$ cat src/rtl/seg_scan_disp_pkg.sv
// ---------------------------------------------------------------------------
// seg_pkg
// Shared definitions for the seg_scan_disp display stage: active-low
// seven-segment glyphs ({g,f,e,d,c,b,a}), the digit index type, the
// all-digits-off enable pattern and a one-hot-low digit enable helper.
// ---------------------------------------------------------------------------
package seg_pkg;

    localparam logic [6:0] GLYPH_BLANK = 7'h7F;
    localparam logic [6:0] GLYPH_U     = 7'b1000001;
    localparam logic [6:0] GLYPH_D     = 7'b0100001;

    localparam logic [3:0] AN_ALL_OFF  = 4'b1111;

    // Standard hex glyphs, active-low gfedcba, indexed by nibble value.
    localparam logic [6:0] HEX_GLYPH [16] = '{
        7'b1000000,  // 0
        7'b1111001,  // 1
        7'b0100100,  // 2
        7'b0110000,  // 3
        7'b0011001,  // 4
        7'b0010010,  // 5
        7'b0000010,  // 6
        7'b1111000,  // 7
        7'b0000000,  // 8
        7'b0010000,  // 9
        7'b0001000,  // A
        7'b0000011,  // b
        7'b1000110,  // C
        7'b0100001,  // d
        7'b0000110,  // E
        7'b0001110   // F
    };

    typedef enum logic [1:0] {
        DIG_Q      = 2'd0,   // counter value
        DIG_CNT_LO = 2'd1,   // carry count, low nibble
        DIG_CNT_HI = 2'd2,   // carry count, high nibble
        DIG_DIR    = 2'd3    // direction letter
    } digit_t;

    function automatic logic [3:0] onehot_n(input digit_t d);
        onehot_n = ~(4'b0001 << d);
    endfunction

endpackage

$ cat src/rtl/seg_scan_disp_hex2seg.sv
// ---------------------------------------------------------------------------
// hex2seg
// Combinational 4-bit value to active-low seven-segment glyph decoder.
// Ports:
//   i_val  in  4  nibble to display
//   o_seg  out 7  glyph {g,f,e,d,c,b,a}, active-low
// ---------------------------------------------------------------------------
module hex2seg
    import seg_pkg::*;
(
    input  logic [3:0] i_val,
    output logic [6:0] o_seg
);

    always_comb begin
        o_seg = HEX_GLYPH[i_val];
    end

endmodule

$ cat src/rtl/seg_scan_disp.sv
// ---------------------------------------------------------------------------
// seg_scan_disp
// Multiplexed 4-digit common-anode seven-segment display stage for the
// up/down counter. Digit 0 shows the counter value, digits 1/2 an 8-bit
// count of qualified carry (wrap) events, digit 3 the direction (U/d).
// All outputs are registered; one digit slot lasts SCAN_DIV clocks.
//
// Optional feature macro: SEG_CARRY_BLINK_EN
//   defined   - each counted carry lights the decimal point on digit 0 for
//               BLINK_TICKS scan ticks (retriggerable)
//   undefined - no stretch counter, seg_dp held at 1
//
// Ports:
//   clk      in  1  system clock, rising edge
//   reset_n  in  1  asynchronous active-low reset
//   q        in  4  counter value
//   z_carry  in  1  counter carry flag
//   en       in  1  counter enable
//   dir      in  1  counter direction, 1 = up
//   clr      in  1  synchronous clear of the carry count
//   seg_an   out 4  digit enables, one-hot active-low
//   seg      out 7  segments {g,f,e,d,c,b,a}, active-low
//   seg_dp   out 1  decimal point, active-low
// ---------------------------------------------------------------------------
module seg_scan_disp
    import seg_pkg::*;
#(
    parameter int unsigned SCAN_DIV    = 50000,
    parameter int unsigned BLINK_TICKS = 64
) (
    input  logic       clk,
    input  logic       reset_n,
    input  logic [3:0] q,
    input  logic       z_carry,
    input  logic       en,
    input  logic       dir,
    input  logic       clr,
    output logic [3:0] seg_an,
    output logic [6:0] seg,
    output logic       seg_dp
);

    localparam int unsigned         PRE_W   = $clog2(SCAN_DIV);
    localparam logic [PRE_W-1:0]    PRE_MAX = PRE_W'(SCAN_DIV - 1);

    logic [PRE_W-1:0] r_pre;
    digit_t           r_sel;
    logic             r_run;
    logic             r_en_q;
    logic [7:0]       r_cnt;
    logic [3:0]       r_seg_an;
    logic [6:0]       r_seg;
    logic             r_seg_dp;

    logic             w_tick;
    digit_t           w_sel_next;
    logic             w_run_next;
    logic             w_carry;
    logic [3:0]       w_hex_val;
    logic [6:0]       w_hex_glyph;
    logic [6:0]       w_glyph;
    logic             w_dp_lit;

    assign w_tick     = (r_pre == PRE_MAX);
    assign w_sel_next = w_tick ? digit_t'(r_sel + 2'd1) : r_sel;
    assign w_run_next = r_run | w_tick;

    // A held carry flag is only a new wrap if the counter advanced at the
    // previous edge.
    assign w_carry    = z_carry & r_en_q;

    always_comb begin
        w_hex_val = q;
        unique case (w_sel_next)
            DIG_Q:      w_hex_val = q;
            DIG_CNT_LO: w_hex_val = r_cnt[3:0];
            DIG_CNT_HI: w_hex_val = r_cnt[7:4];
            DIG_DIR:    w_hex_val = q;
        endcase
    end

    hex2seg u_hex2seg (
        .i_val (w_hex_val),
        .o_seg (w_hex_glyph)
    );

    always_comb begin
        w_glyph = w_hex_glyph;
        if (w_sel_next == DIG_DIR) begin
            w_glyph = dir ? GLYPH_U : GLYPH_D;
        end
    end

    always_ff @(posedge clk or negedge reset_n) begin
        if (!reset_n) begin
            r_pre  <= '0;
            r_sel  <= DIG_DIR;
            r_run  <= 1'b0;
            r_en_q <= 1'b0;
            r_cnt  <= '0;
        end else begin
            r_pre  <= w_tick ? '0 : r_pre + 1'b1;
            r_sel  <= w_sel_next;
            r_run  <= w_run_next;
            r_en_q <= en;
            if (clr) begin
                r_cnt <= '0;
            end else if (w_carry) begin
                r_cnt <= r_cnt + 8'd1;
            end
        end
    end

`ifdef SEG_CARRY_BLINK_EN
    logic [7:0] r_stretch;

    always_ff @(posedge clk or negedge reset_n) begin
        if (!reset_n) begin
            r_stretch <= '0;
        end else if (w_carry) begin
            r_stretch <= 8'(BLINK_TICKS);
        end else if (w_tick && (r_stretch != 8'd0)) begin
            r_stretch <= r_stretch - 8'd1;
        end
    end

    assign w_dp_lit = (w_sel_next == DIG_Q) && (r_stretch != 8'd0);
`else
    // Decimal point never lit; BLINK_TICKS only sizes the stretch when
    // blinking is built in.
    localparam logic BLINK_CFG_OK = (BLINK_TICKS >= 1) && (BLINK_TICKS <= 255);
    assign w_dp_lit = 1'b0 & BLINK_CFG_OK;
`endif

    // Enables and segments load from sel_next on the same edge, so a digit
    // never shows its neighbour's glyph.
    always_ff @(posedge clk or negedge reset_n) begin
        if (!reset_n) begin
            r_seg_an <= AN_ALL_OFF;
            r_seg    <= GLYPH_BLANK;
            r_seg_dp <= 1'b1;
        end else if (w_run_next) begin
            r_seg_an <= onehot_n(w_sel_next);
            r_seg    <= w_glyph;
            r_seg_dp <= ~w_dp_lit;
        end else begin
            r_seg_an <= AN_ALL_OFF;
            r_seg    <= GLYPH_BLANK;
            r_seg_dp <= 1'b1;
        end
    end

    assign seg_an = r_seg_an;
    assign seg    = r_seg;
    assign seg_dp = r_seg_dp;

endmodule

$ cat config.mk
export PLATFORM = sky130hd
export DESIGN_NAME = seg_scan_disp
export DESIGN_NICKNAME = d
export VERILOG_FILES = /design/src/rtl/seg_scan_disp_pkg.sv /design/src/rtl/seg_scan_disp_hex2seg.sv /design/src/rtl/seg_scan_disp.sv
export SDC_FILE = /design/constraint.sdc
export NUM_CORES = 1
export LEC_CHECK = 0
export CAP_MARGIN = 10
export CELL_PAD_IN_SITES_DETAIL_PLACEMENT = 0
export CELL_PAD_IN_SITES_GLOBAL_PLACEMENT = 1
export CORE_ASPECT_RATIO = 2
export CORE_MARGIN = 3
export CORE_UTILIZATION = 40
export DETAILED_ROUTE_END_ITERATION = 8
export GPL_TIMING_DRIVEN = 1
export MAX_ROUTING_LAYER = met4
export PLACE_DENSITY_LB_ADDON = 0.1
export REMOVE_ABC_BUFFERS = 1
export SYNTH_ARGS = -nofsm -noshare
export SYNTH_HDL_FRONTEND = slang
export SYNTH_SLANG_ARGS = --single-unit
export TNS_END_PERCENT = 5
$ cat constraint.sdc
create_clock -name clk -period 3.7 [get_ports clk]
set_input_delay 0.74 -clock clk [delete_from_list [all_inputs] [get_ports clk]]
set_output_delay 0.74 -clock clk [all_outputs]
set_load 0.01 [all_outputs]
==> qor.txt <==
Startpoint class of the critical path - register
Outcome - finished clean
Switching share of power - 0.198
Worst-Margin Slew - 852 ps
HP Start - r_pre[0]$_DFF_PN0_
Arr. time, crit path - 3760 ps
CTS tree - yes
Pins Over Slew Limit - 0
Fin. Hold Viols - 0
Clock transition at path regs - 80 ps
Mapped Cells - 206
FF/Latch Area - 992 um^2
P_leak - 1.16 nW
Hold path depth - 1
Final wirelength - 4680 um
Total CTS buffers - 5
Async set-reset flop share out of synthesis - 1.00
# IOs - 22
WP data required - 3900 ps
Cells after DPL - 285
Ys flop type - dfrtp_1
Family with the most delay on the worst path - simple AND/OR/NAND/NOR gates
Post-Layout Cell Count - 296
Crit Path Max Fanout - 5
Slew margin rel. - 0.432
Sequential area share after synthesis - 0.458
Critical Path End Type - register
Cell area after layout - 2640 um^2
Total negative slack - 0 ps
DR vias/cell - 5.44
Number of synthesized flops with an enable pin - 0
Largest area contributor in the netlist - dfrtp_1
DRT iter0 DRCs - 51
Min cycle time layout - 3560 ps
Post-synth top cells - dfrtp_1, nor2_1, xor2_1
R2R Path End - seg[5]$_DFF_PN1_
Die width - 58.0 um
Dpl ws - 105 ps
CP Buf/Inv Count - 1
Initial Utilization - 0.417
Reg2reg setup slack - 140 ps
WL/cell - 15.8 um
Power share of the combinational group - 0.063
P_sw - 0.179 mW
Final setup violation count - 0
Initial antenna violation count - 0
Drt first pass iters - 4
Maximum VDD drop - 0.216 mV
Vias - 1611
Seq cells post-synth - 39
Placement Cell Area - 2450 um^2
Sequential group share of total power - 0.478
Skew final - 8.11 ps
Area growth syn-to-layout - 21.7%
Layout cells sized above 1 - 0.197
Synth Cell Area - 2160 um^2
Power density cells - 342 nW/um^2
Final GP Congestion - 0.906
CTS sink count - 39
Root Buffer - clkbuf_8
Die area - 6380 um^2
Crit path cell chain - or4bb_4, nor4_4, nand2_1, xor2_2, ha_1, nand2b_1, o21ai_0, a31o_2, inv_2, ha_1, or4_1, o2111ai_1
Port Buffers - 20
Hold EP - r_pre[0]$_DFF_PN0_
Fmax achieved - 281 MHz
CTS H-Tree Depth - 2
Synth cell types - 51
Top-count cell post-synth - dfrtp_1
DIE HEIGHT - 110 um
Fillers - 480
Crit path top cell by count - ha_1
Share of the synthesized area in the top cell type - 0.301
Final period utilization - 0.962
Pwr Total - 0.902 mW
Multi-input logic area - 1150 um^2
Final net count - 259
Clock share of power - 0.459
YS warnings - 0
# rows - 37
Vias in the first global route - 1696
Max Cap Viol - 0
Avg Inst Size Synth - 10.5 um^2
Largest net degree at the start of global routing - 40
Ant diodes - 0
Gr usage total - 0.166
DRT antenna net count - 0
Reg2Reg Launch Point - r_pre[12]$_DFF_PN0_
Critical-path top delay cell - or4bb_4
Core area - 5180 um^2
Hold-fix buffers, CTS - 0
Detailed Place HPWL - 3560 um
Worst-skew pair later-pin latency - 290 ps
Clk buf depth - 2
FF-to-FF path depth - 12
Crit Path Category - reg2reg
Setup ws final - 140 ps
Internal power - 0.723 mW
DRC viols - 0
First-pass GRT wire length - 7850 um
Worst hold path type - reg2reg
Top cells by area, synth - dfrtp_1, dfstp_2, ha_1
Gr ovfl total - 0
Worst path max stage delay - 580 ps
[layout by cell type (no fill, tap or decap), drive strengths merged, types with 2 or more instances in the layout]
| cell | synthesis | final |
|---|---|---|
| a21boi | 6 | 6 |
| nand3 | 14 | 14 |
| and3 | 11 | 11 |
| nand2 | 13 | 13 |
| ha | 12 | 12 |
| clkdlybuf4s50 | 0 | 19 |
| xnor2 | 6 | 6 |
| nor2 | 18 | 18 |
| o21ai | 8 | 8 |
| inv | 6 | 6 |
| bufinv | 0 | 2 |
| clkbuf | 3 | 6 |
| nor2b | 4 | 4 |
| a41oi | 3 | 3 |
| mux2i | 3 | 3 |
| or4 | 3 | 3 |
| o211ai | 3 | 3 |
| nand4 | 5 | 5 |
| and2 | 4 | 4 |
| buf | 2 | 10 |
| a21oi | 5 | 5 |
| nand2b | 4 | 4 |
| xor2 | 16 | 16 |
| or4bb | 2 | 2 |
| dfstp | 13 | 13 |
| dfrtp | 26 | 26 |
[flip-flops by register name (all words and copies together), names as in the netlist]
signal,cells
r_cnt,8
r_en_q,1
r_pre,16
r_run,1
r_sel,2
seg,7
seg_an,4
[per-layer routing]
metal,GRT usage,part of all wire,vias up
met5,-,0,-
met4,0.0945,0.040,0
met3,0.0221,0.022,15
met2,0.290,0.55,30
met1,0.174,0.39,782
li1,-,-,784
[repair_timing]
action / 4_1_cts / 5_1_grt
gates resized for setup: 0 / 4
hold endpoints to repair: 0 / 0
endpoints found under the setup margin: 0 / 7
setup buffers: 0 / 3
[through the flow]
| stage | utilization | hold slack, ps |
|---|---|---|
| after floorplan | - | 425 |
| after global routing | 0.508 | 520 |
| after CTS | 0.499 | 478 |
| after detailed placement | 0.473 | 467 |
| after global placement | 0.473 | 439 |
| final | 0.508 | 474 |
[worst max path at each step]
stage	slack, ps	start	endpoint	depth (start not counted)
finish	140	r_pre[12]$_DFF_PN0_	seg[5]$_DFF_PN1_	12
global route	-60	r_pre[12]$_DFF_PN0_	seg[5]$_DFF_PN1_	12
CTS	70	r_pre[7]$_DFF_PN0_	seg[5]$_DFF_PN1_	11
detailed placement	110	r_pre[7]$_DFF_PN0_	seg[5]$_DFF_PN1_	11
global placement	160	r_pre[7]$_DFF_PN0_	seg[5]$_DFF_PN1_	11
floorplan	-20	r_pre[7]$_DFF_PN0_	seg[5]$_DFF_PN1_	11
[power groups by stage]
stage	Combinational, mW	Sequential [mW]	Clock, mW
2_1_floorplan	0.0266	0.438	0
3_3_place_gp	0.0543	0.439	0
3_5_place_dp	0.0546	0.439	0
4_1_cts	0.0550	0.431	0.426
5_1_grt	0.0634	0.432	0.443
6_report	0.0565	0.431	0.414
[logic make-up (layout without fill, tap and decap cells)]
| kind of cell | Yosys count | in the layout | share of synthesized area |
|---|---|---|---|
| AND/OR/NAND/NOR | 84 | 84 | 0.229 |
| flip-flops | 39 | 39 | 0.458 |
| adder cells (fa/ha/maj) | 12 | 12 | 0.0694 |
| multiplexers | 4 | 4 | 0.0191 |
| other | 1 | 1 | 0.00173 |
| XOR/XNOR | 22 | 22 | 0.0890 |
| AO/OA/AOI/OAI | 33 | 33 | 0.113 |
| buffers and inverters | 11 | 43 | 0.0208 |
[cell type report]
class                   count  area share
flip-flops and latches     39       0.377
clock inverters             2      0.0228
clock buffers               6      0.0275
well taps                  58      0.0275
inverters                   6     0.00855
multi-input cells         156       0.437
repair buffers             29      0.0997
Note: power is estimated with default switching activity, not from simulation.
